[config.mk]
export PLATFORM = sky130hd
export DESIGN_NAME = stopwatch_bcd
export DESIGN_NICKNAME = d
export VERILOG_FILES = /design/src/rtl/stopwatch_pkg.sv /design/src/rtl/bcd_digit.sv /design/src/rtl/stopwatch_bcd.sv
export SDC_FILE = /design/constraint.sdc
export NUM_CORES = 1
export LEC_CHECK = 0
export ABC_AREA = 1
export BUFFER_PORTS_ARGS = -buffer_cell sky130_fd_sc_hd__clkbuf_2
export CAP_MARGIN = 20
export CELL_PAD_IN_SITES_DETAIL_PLACEMENT = 0
export CELL_PAD_IN_SITES_GLOBAL_PLACEMENT = 1
export CORE_MARGIN = 4
export CORE_UTILIZATION = 42
export CTS_BUF_LIST = sky130_fd_sc_hd__clkbuf_8
export DETAILED_ROUTE_END_ITERATION = 6
export PLACE_DENSITY_LB_ADDON = 0.25
export SLEW_MARGIN = 10
export SYNTH_ARGS = -nofsm -noshare
export SYNTH_HDL_FRONTEND = slang
export SYNTH_SLANG_ARGS = --single-unit
[constraint.sdc]
create_clock -name clk_i -period 2.3 [get_ports clk_i]
set_input_delay 0.115 -clock clk_i [delete_from_list [all_inputs] [get_ports clk_i]]
set_output_delay 0.115 -clock clk_i [all_outputs]
set_load 0.02 [all_outputs]
[src/rtl/stopwatch_pkg.sv]
// Shared types and digit limits for the BCD stopwatch.
package stopwatch_pkg;

  typedef enum logic [1:0] {IDLE, RUN, PAUSE} state_t;

  typedef logic [3:0] bcd_t;

  localparam bcd_t SEC_ONES_MAX  = 4'd9;
  localparam bcd_t SEC_TENS_MAX  = 4'd5;
  localparam bcd_t MIN_DIGIT_MAX = 4'd9;

endpackage

[src/rtl/bcd_digit.sv]
// One modulo-(MAX+1) BCD digit: advances up or down when enabled and carried into,
// with an optional load that overrides the natural roll-over.
module bcd_digit
  import stopwatch_pkg::*;
#(
  parameter bcd_t MAX = SEC_ONES_MAX
) (
  input  logic       clk_i,
  input  logic       rst_i,
  input  logic       clear_i,
  input  logic       en_i,
  input  logic       down_i,
  input  logic       cin_i,
  input  logic       load_i,
  input  logic [3:0] load_val_i,
  output logic [3:0] value_o,
  output logic       cout_o
);

  logic advance;
  bcd_t value_next;

  assign advance = en_i & cin_i;
  assign cout_o  = advance & (down_i ? (value_o == 4'd0) : (value_o == MAX));

  always_comb begin
    value_next = value_o;
    if (clear_i) begin
      value_next = 4'd0;
    end else if (advance) begin
      if (load_i) begin
        value_next = load_val_i;
      end else if (down_i) begin
        value_next = (value_o == 4'd0) ? MAX : value_o - 4'd1;
      end else begin
        value_next = (value_o == MAX) ? 4'd0 : value_o + 4'd1;
      end
    end
  end

  always_ff @(posedge clk_i) begin
    if (rst_i) begin
      value_o <= 4'd0;
    end else begin
      value_o <= value_next;
    end
  end

endmodule

[src/rtl/stopwatch_bcd.sv]
// MM:SS BCD stopwatch advanced by rising edges of a synchronised slow clock.
// Define STOPWATCH_COUNTDOWN_EN to add dir_i/done_o and down-counting.
module stopwatch_bcd
  import stopwatch_pkg::*;
#(
  parameter int unsigned SYNC_STAGES = 2,
  parameter int unsigned MIN_MODULUS = 60
) (
  input  logic       clk_i,
  input  logic       rst_i,
  input  logic       slow_clk_i,
  input  logic       start_i,
  input  logic       stop_i,
  input  logic       clear_i,
`ifdef STOPWATCH_COUNTDOWN_EN
  input  logic       dir_i,
  output logic       done_o,
`endif
  output logic [3:0] sec_ones_o,
  output logic [3:0] sec_tens_o,
  output logic [3:0] min_ones_o,
  output logic [3:0] min_tens_o,
  output logic       running_o,
  output logic       wrap_o
);

  localparam bcd_t MIN_MAX_ONES = bcd_t'((MIN_MODULUS - 1) % 10);
  localparam bcd_t MIN_MAX_TENS = bcd_t'((MIN_MODULUS - 1) / 10);

  logic [SYNC_STAGES-1:0] sync;
  logic prev;
  logic tick;

  always_ff @(posedge clk_i) begin
    if (rst_i) begin
      sync <= '0;
      prev <= 1'b0;
    end else begin
      sync <= {sync[SYNC_STAGES-2:0], slow_clk_i};
      prev <= sync[SYNC_STAGES-1];
    end
  end

  assign tick = sync[SYNC_STAGES-1] & ~prev;

  state_t state, state_next;
  logic   down, count_en, count_done, wrap_next;
  logic   sec_ones_cout, sec_tens_cout, min_ones_cout, min_tens_cout;
  logic   min_at_max, min_at_zero, min_load;
  bcd_t   min_ones_load, min_tens_load;

  assign min_at_max  = (min_tens_o == MIN_MAX_TENS) && (min_ones_o == MIN_MAX_ONES);
  assign min_at_zero = (min_tens_o == 4'd0) && (min_ones_o == 4'd0);

`ifdef STOPWATCH_COUNTDOWN_EN
  logic at_zero, at_one;
  assign down    = dir_i;
  assign at_zero = min_at_zero && (sec_tens_o == 4'd0) && (sec_ones_o == 4'd0);
  assign at_one  = min_at_zero && (sec_tens_o == 4'd0) && (sec_ones_o == 4'd1);
  // Counting down from 00:00 is blocked; the tick only signals completion.
  assign count_en   = (state == RUN) & tick & ~(down & at_zero);
  assign count_done = (state == RUN) & tick & down & (at_zero | at_one);
`else
  assign down       = 1'b0;
  assign count_en   = (state == RUN) & tick;
  assign count_done = 1'b0;
`endif

  // Minutes pair rolls over as one value, so the boundary is forced by a load.
  assign min_load      = sec_tens_cout & (down ? min_at_zero : min_at_max);
  assign min_ones_load = down ? MIN_MAX_ONES : 4'd0;
  assign min_tens_load = down ? MIN_MAX_TENS : 4'd0;
  assign wrap_next     = ~clear_i & ~down & (min_load | min_tens_cout);

  bcd_digit #(.MAX(SEC_ONES_MAX)) u_sec_ones (
    .clk_i      (clk_i),
    .rst_i      (rst_i),
    .clear_i    (clear_i),
    .en_i       (count_en),
    .down_i     (down),
    .cin_i      (1'b1),
    .load_i     (1'b0),
    .load_val_i (4'd0),
    .value_o    (sec_ones_o),
    .cout_o     (sec_ones_cout)
  );

  bcd_digit #(.MAX(SEC_TENS_MAX)) u_sec_tens (
    .clk_i      (clk_i),
    .rst_i      (rst_i),
    .clear_i    (clear_i),
    .en_i       (count_en),
    .down_i     (down),
    .cin_i      (sec_ones_cout),
    .load_i     (1'b0),
    .load_val_i (4'd0),
    .value_o    (sec_tens_o),
    .cout_o     (sec_tens_cout)
  );

  bcd_digit #(.MAX(MIN_DIGIT_MAX)) u_min_ones (
    .clk_i      (clk_i),
    .rst_i      (rst_i),
    .clear_i    (clear_i),
    .en_i       (count_en),
    .down_i     (down),
    .cin_i      (sec_tens_cout),
    .load_i     (min_load),
    .load_val_i (min_ones_load),
    .value_o    (min_ones_o),
    .cout_o     (min_ones_cout)
  );

  bcd_digit #(.MAX(MIN_DIGIT_MAX)) u_min_tens (
    .clk_i      (clk_i),
    .rst_i      (rst_i),
    .clear_i    (clear_i),
    .en_i       (count_en),
    .down_i     (down),
    .cin_i      (min_ones_cout | min_load),
    .load_i     (min_load),
    .load_val_i (min_tens_load),
    .value_o    (min_tens_o),
    .cout_o     (min_tens_cout)
  );

  always_comb begin
    state_next = state;
    if (clear_i) begin
      state_next = IDLE;
    end else begin
      unique case (state)
        IDLE:    if (start_i) state_next = RUN;
        RUN:     if (stop_i || count_done) state_next = PAUSE;
        PAUSE:   if (start_i) state_next = RUN;
        default: state_next = IDLE;
      endcase
    end
  end

  always_ff @(posedge clk_i) begin
    if (rst_i) begin
      state  <= IDLE;
      wrap_o <= 1'b0;
    end else begin
      state  <= state_next;
      wrap_o <= wrap_next;
    end
  end

`ifdef STOPWATCH_COUNTDOWN_EN
  always_ff @(posedge clk_i) begin
    if (rst_i) begin
      done_o <= 1'b0;
    end else begin
      done_o <= count_done & ~clear_i;
    end
  end
`endif

  assign running_o = (state == RUN);

endmodule

After elaboration in Yosys (flattened, before gate mapping). Index checks and enable logic that the tools add are counted.

Output and inout port bits: 18. Flip-flop bits (word level): 22.

Mux-type cells: 9. Reductions and logical operators: 5. Add/sub/neg operators: 4. Bitwise logic cells: 15. Equality and inequality tests: 9.

Operators by type and width (number): 4-bit two-way mux (6); 4-bit by 1-bit adder with 4-bit output (second input constant) (4); 4-bit equality test (second input constant) (3); 1-bit bitwise AND (11); 4-bit by 3-bit equality test with 1-bit output (second input constant) (2); 2-bit two-way mux (2); 2-bit one-hot mux with 2 select lines (1); 2-bit OR reduction (2); 2-bit by 1-bit equality test with 1-bit output (second input constant) (1); 2-bit equality test (second input constant) (1); 2-bit zero test (1); 2-bit by 1-bit != test with 1-bit output (second input constant) (1); 2-bit != test (second input constant) (1); 1-bit inverter (2); 1-bit OR (2); 2-bit AND reduction (1); 1-bit logical AND (1).

Logic depth before layout (Yosys ltp).
Word-level depth: 13. Mapped depth: 8. Mapped depth without buffers: 8.

Hierarchy. A second synthesis with hierarchy kept.

Cells, all modules: 297. Area total of the unflattened synthesis: 1642.8 sq um.

By module, submodules not included: bcd_digit (u_min_ones ...) (instances 3, area an instance 345.3 sq um, cells an instance 65, sequential area each 80.1 sq um); bcd_digit (u_sec_tens) (instances 1, area an instance 346.6 sq um, cells an instance 64, sequential area each 80.1 sq um); stopwatch_bcd (instances 1, area an instance 260.2 sq um, cells an instance 38, sequential area each 120.1 sq um).

Least setup slack after synthesis. Ideal clock, no wire load.

Path type: reg2reg. Start point: register u_sec_tens.value_o[2]. End point: register u_min_tens.value_o[0]. Library setup time: 0.113 ns. Required time: 2.187 ns. Stages on the path, launching flop included: 6. Data arrival time: 1.153 ns. Slack: 1.034 ns. Path buffers: 0. Path through: dfxtp_1 nand2_1 nor3_4 nand3_4 nor2_1 nor2_1.

Cells in the longest elaborated chain, start to end: 6.

RTL lines: start: declaration (RTL line bcd_digit.sv:16) `output logic [3:0] value_o,`; start signal: assignment (RTL line bcd_digit.sv:45) `value_o <= value_next;`; 4-bit by 3-bit equality test with 1-bit output * (RTL line bcd_digit.sv:24) `assign cout_o = advance & (down_i ? (value_o == 4'd0) : (value_o == MAX));`; 1-bit bitwise AND * (RTL line bcd_digit.sv:24); 1-bit bitwise AND (RTL line bcd_digit.sv:23) `assign advance = en_i & cin_i;`; 1-bit bitwise AND (RTL line bcd_digit.sv:24); 1-bit OR (RTL line stopwatch_bcd.sv:120) `.cin_i (min_ones_cout | min_load),`; 1-bit bitwise AND (RTL line bcd_digit.sv:23); end signal: assignment (RTL line bcd_digit.sv:45); end: declaration (RTL line bcd_digit.sv:16).

Mark *: on every way between the ends. The rest lies on a longest branch, timed or not. A chain may end at the register's enable or synchronous reset.

Worst setup path after layout.
Start point: register u_min_ones.value_o[0]. End point: register u_min_tens.value_o[0].

Cells in the longest elaborated chain, start to end: 5.

RTL lines: start: declaration (RTL line bcd_digit.sv:16); start signal: assignment (RTL line bcd_digit.sv:45); 4-bit equality test * (RTL line bcd_digit.sv:24, stopwatch_bcd.sv:52); 1-bit logical AND (RTL line stopwatch_bcd.sv:52) `assign min_at_max = (min_tens_o == MIN_MAX_TENS) && (min_ones_o == MIN_MAX_ONES);`; 1-bit bitwise AND (RTL line stopwatch_bcd.sv:70) `assign min_load = sec_tens_cout & (down ? min_at_zero : min_at_max);`; 1-bit OR (RTL line stopwatch_bcd.sv:120); 1-bit bitwise AND (RTL line bcd_digit.sv:23).

Marks and branches as above.

==> metrics.txt <==
total CTS buffers 3; switching share of power 0.208; sequential power share 0.560; Area Overhead vs Synth 18.5%; Mapped Nets 173; min-delay worst type primary input to register; Final min period 1270 ps; Slew @ Worst Pin 302 ps; compound-gate portion of the synthesized area 0.0637; 1st-pass router iterations 4; Setup TNS Final 0 ps; crit path DAT 1470 ps; sequential-to-total area share from yosys stat 0.387; die height 60.1 um; area leader, netlist dfxtp_1; CTS Sinks 22; ant diodes 0; CP Max Fanout 7; Max Cap Violations 0; Critical Path RT 2500 ps; share of the synthesized area in the top cell type 0.387; Initial Util 0.451; Clk network pwr share 0.402; Reg clk slew, reported paths 80 ps; placer congestion estimate 0.778; worst ir drop on vdd 388 uV; worst flop-to-flop path startpoint u_min_ones.value_o[0]$_SDFFE_PP0N_; combinational share of power 0.038; RR Endpoint u_min_tens.value_o[0]$_SDFFE_PP0P_; via density per instance 4.74; leakage 0.631 nW; Unique masters post-synth 23; delay of the slowest critical-path stage 420 ps; hold worst-path end sync[0]$_SDFF_PP0_; worst-case reg-to-reg path depth 6; Max Clk Rate 0.790 GHz; number of buffers added for setup after CTS 0; Worst Hold Depth 3; Ys Warns 0; slew margin rel. 0.797; Hold Crit Start slow_clk_i; Max Transition Viols Final 0; unrepaired setup endpoints after global routing no; DRT iter0 DRCs 45; critical path launch point type register; number of global-route vias before repair 928; full die area 0.00361 mm^2; GRT Residual Overflow 0; Critical Path Most Common Cell nand2_1; TritonCTS clock tree yes; Post-Syn Area 0.00114 mm^2; worst slack at placement 1040 ps; share of layout cells above drive strength 1 0.224; crit path cell chain inv_1 > nor3_2 > nand3_4 > nand2_1 > nand2_1 > nor2_1; Worst Clk Skew 1.72 ps; post-synthesis mux area share 0; hold slack 44.5 ps; largest family of logic cells by synthesized area simple AND/OR/NAND/NOR gates; placement row count 18; # DRC 0; Reg2Reg Setup Slack 1030 ps; status complete, no violations; Final WS setup 1030 ps; hold buffer count at CTS 0; post-route clock period utilization 0.551; Core Area 0.00252 mm^2; net switching power 0.143 mW; wire per inst 10.5 um; post-cts resize count 0; Vias 1052; IO Count 24; synth top area cells dfxtp_1, nand2_1, nor2_1; DIE WIDTH 60.1 um; wire length of the first global-routing pass 3860 um; Mapped Avg Cell Area 6.90 um^2; Power Dens Cells 511 mW/mm^2; final net count 201; Hold Vio Cnt, Final 0; DRT antenna net count 0; final setup violation count 0; #FFs+latches synth 22; xor and xnor fraction of the mapped netlist area 0.00769; initial antenna violation count 0; Setup crit end kind register; Total Power 0.689 mW; GRT Overall Usage 0.139; pin count of the biggest net entering global routing 14; H-tree depth 1; Bufs and invs on worst path 1; IO Port Bufs 23; largest delay contributor family on the critical path simple AND/OR/NAND/NOR gates; adder-cell area share of the yosys netlist 0.0220; Max clock buf depth 2; WL final 2320 um; simple-gate share of the synthesized area 0.436; kind of critical path register to register; Synth Instances 165; Worst path slowest cell dfxtp_1; clock latency reported for the late side of the worst-skew pair 260 ps; CTS root buffer clkbuf_8; Internal 0.545 mW; hpwl dp 1770 um
-- synthesized netlist by cell type --
cell      instances
nand2_1          39
nor2_1           29
dfxtp_1          22
inv_1            21
nand3_1          13
a21oi_1           8
nand4_1           6
o21ai_0           5
inv_2             3
nor2_2            3
ha_1              2
nand2_4           2
nor3_1            2
buf_2             1
nand2_2           1
nand3_4           1
nor2_4            1
nor2_8            1
nor3_2            1
nor3_4            1
o21bai_1          1
or2_2             1
xor2_1            1
-- power by group through the flow --
stage	registers, mW	clock network, mW	logic [mW]
floorplan	0.395	0	0.0159
global placement	0.395	0	0.0261
detailed placement	0.395	0	0.0264
CTS	0.386	0.289	0.0265
global route	0.386	0.303	0.0295
finish	0.386	0.277	0.0261
-- layout by cell type (no fill, tap or decap) --
master    synthesis  layout
nor2_1           29      29
inv_1            21      21
nor2_4            1       1
nand4_1           6       6
clkbuf_2          0      23
dfxtp_1          22      22
buf_4             0       1
nand3_1          13      13
o21bai_1          1       1
nand2_4           2       2
nand3_4           1       1
nand2_1          39      39
or2_2             1       1
nor3_4            1       1
nand2_2           1       1
inv_2             3       3
clkbuf_8          0       4
ha_1              2       2
a21oi_1           8       8
nor2_8            1       1
nor3_1            2       2
o21ai_0           5       5
xor2_1            1       1
nor2_2            3       3
nor3_2            1       1
-- stage by stage --
stage	cells	cell area (um^2)	util
6_report	222	1350	0.535
4_1_cts	222	1350	0.535
3_5_place_dp	218	1290	0.513
5_1_grt	222	1350	0.535
2_1_floorplan	165	1140	-
3_3_place_gp	218	1290	0.513
-- flip-flops by register name (all words and copies together) (netlist names) --
name,cells
state,2
u_min_ones.value_o,4
sync,2
u_min_tens.value_o,4
prev,1
u_sec_tens.value_o,4
wrap_o,1
u_sec_ones.value_o,4
-- how the worst max path moves through the flow --
stage,startpoint,to,slack (ps),cells after the start
3_5_place_dp,state[1]$_SDFFE_PP0P_,u_sec_tens.value_o[1]$_SDFFE_PP0P_,1040,6
4_1_cts,state[1]$_SDFFE_PP0P_,u_sec_tens.value_o[1]$_SDFFE_PP0P_,1020,6
2_1_floorplan,u_sec_tens.value_o[2]$_SDFFE_PP0P_,u_min_tens.value_o[0]$_SDFFE_PP0P_,1030,5
3_3_place_gp,u_min_ones.value_o[0]$_SDFFE_PP0N_,u_min_tens.value_o[0]$_SDFFE_PP0P_,1080,5
5_1_grt,state[1]$_SDFFE_PP0P_,u_min_ones.value_o[1]$_SDFFE_PP0N_,880,7
6_report,u_min_ones.value_o[0]$_SDFFE_PP0N_,u_min_tens.value_o[0]$_SDFFE_PP0P_,1030,6
-- cell families (layout without fill, tap and decap cells) --
group	count (synthesis)	count (layout)
simple gates	101	101
compound gates	14	14
buf+inv	25	52
flops	22	22
fa+ha+maj	2	2
xor+xnor	1	1
-- layer usage --
layer	up-vias	track usage	wire, um
li1	575	-	-
met1	461	0.181	1110
met2	14	0.225	1100
met3	2	0.0259	94
met4	0	0.0570	15
met5	-	0	0
-- area by class of cell --
type,instances,area (um^2)
Inverter,24,90.1
Timing Repair Buffer,24,123
Clock buffer,4,55.1
Fill cell,262,1170
Sequential cell,22,440
Multi-Input combinational cell,118,603
Tap cell,30,37.5
-- tightest hold or removal path, delay by kind of cell --
family | cells | cell delay [ps]
simple gates | 1 | 30
buf+inv | 2 | 120
(Power assumes the default switching activity.)
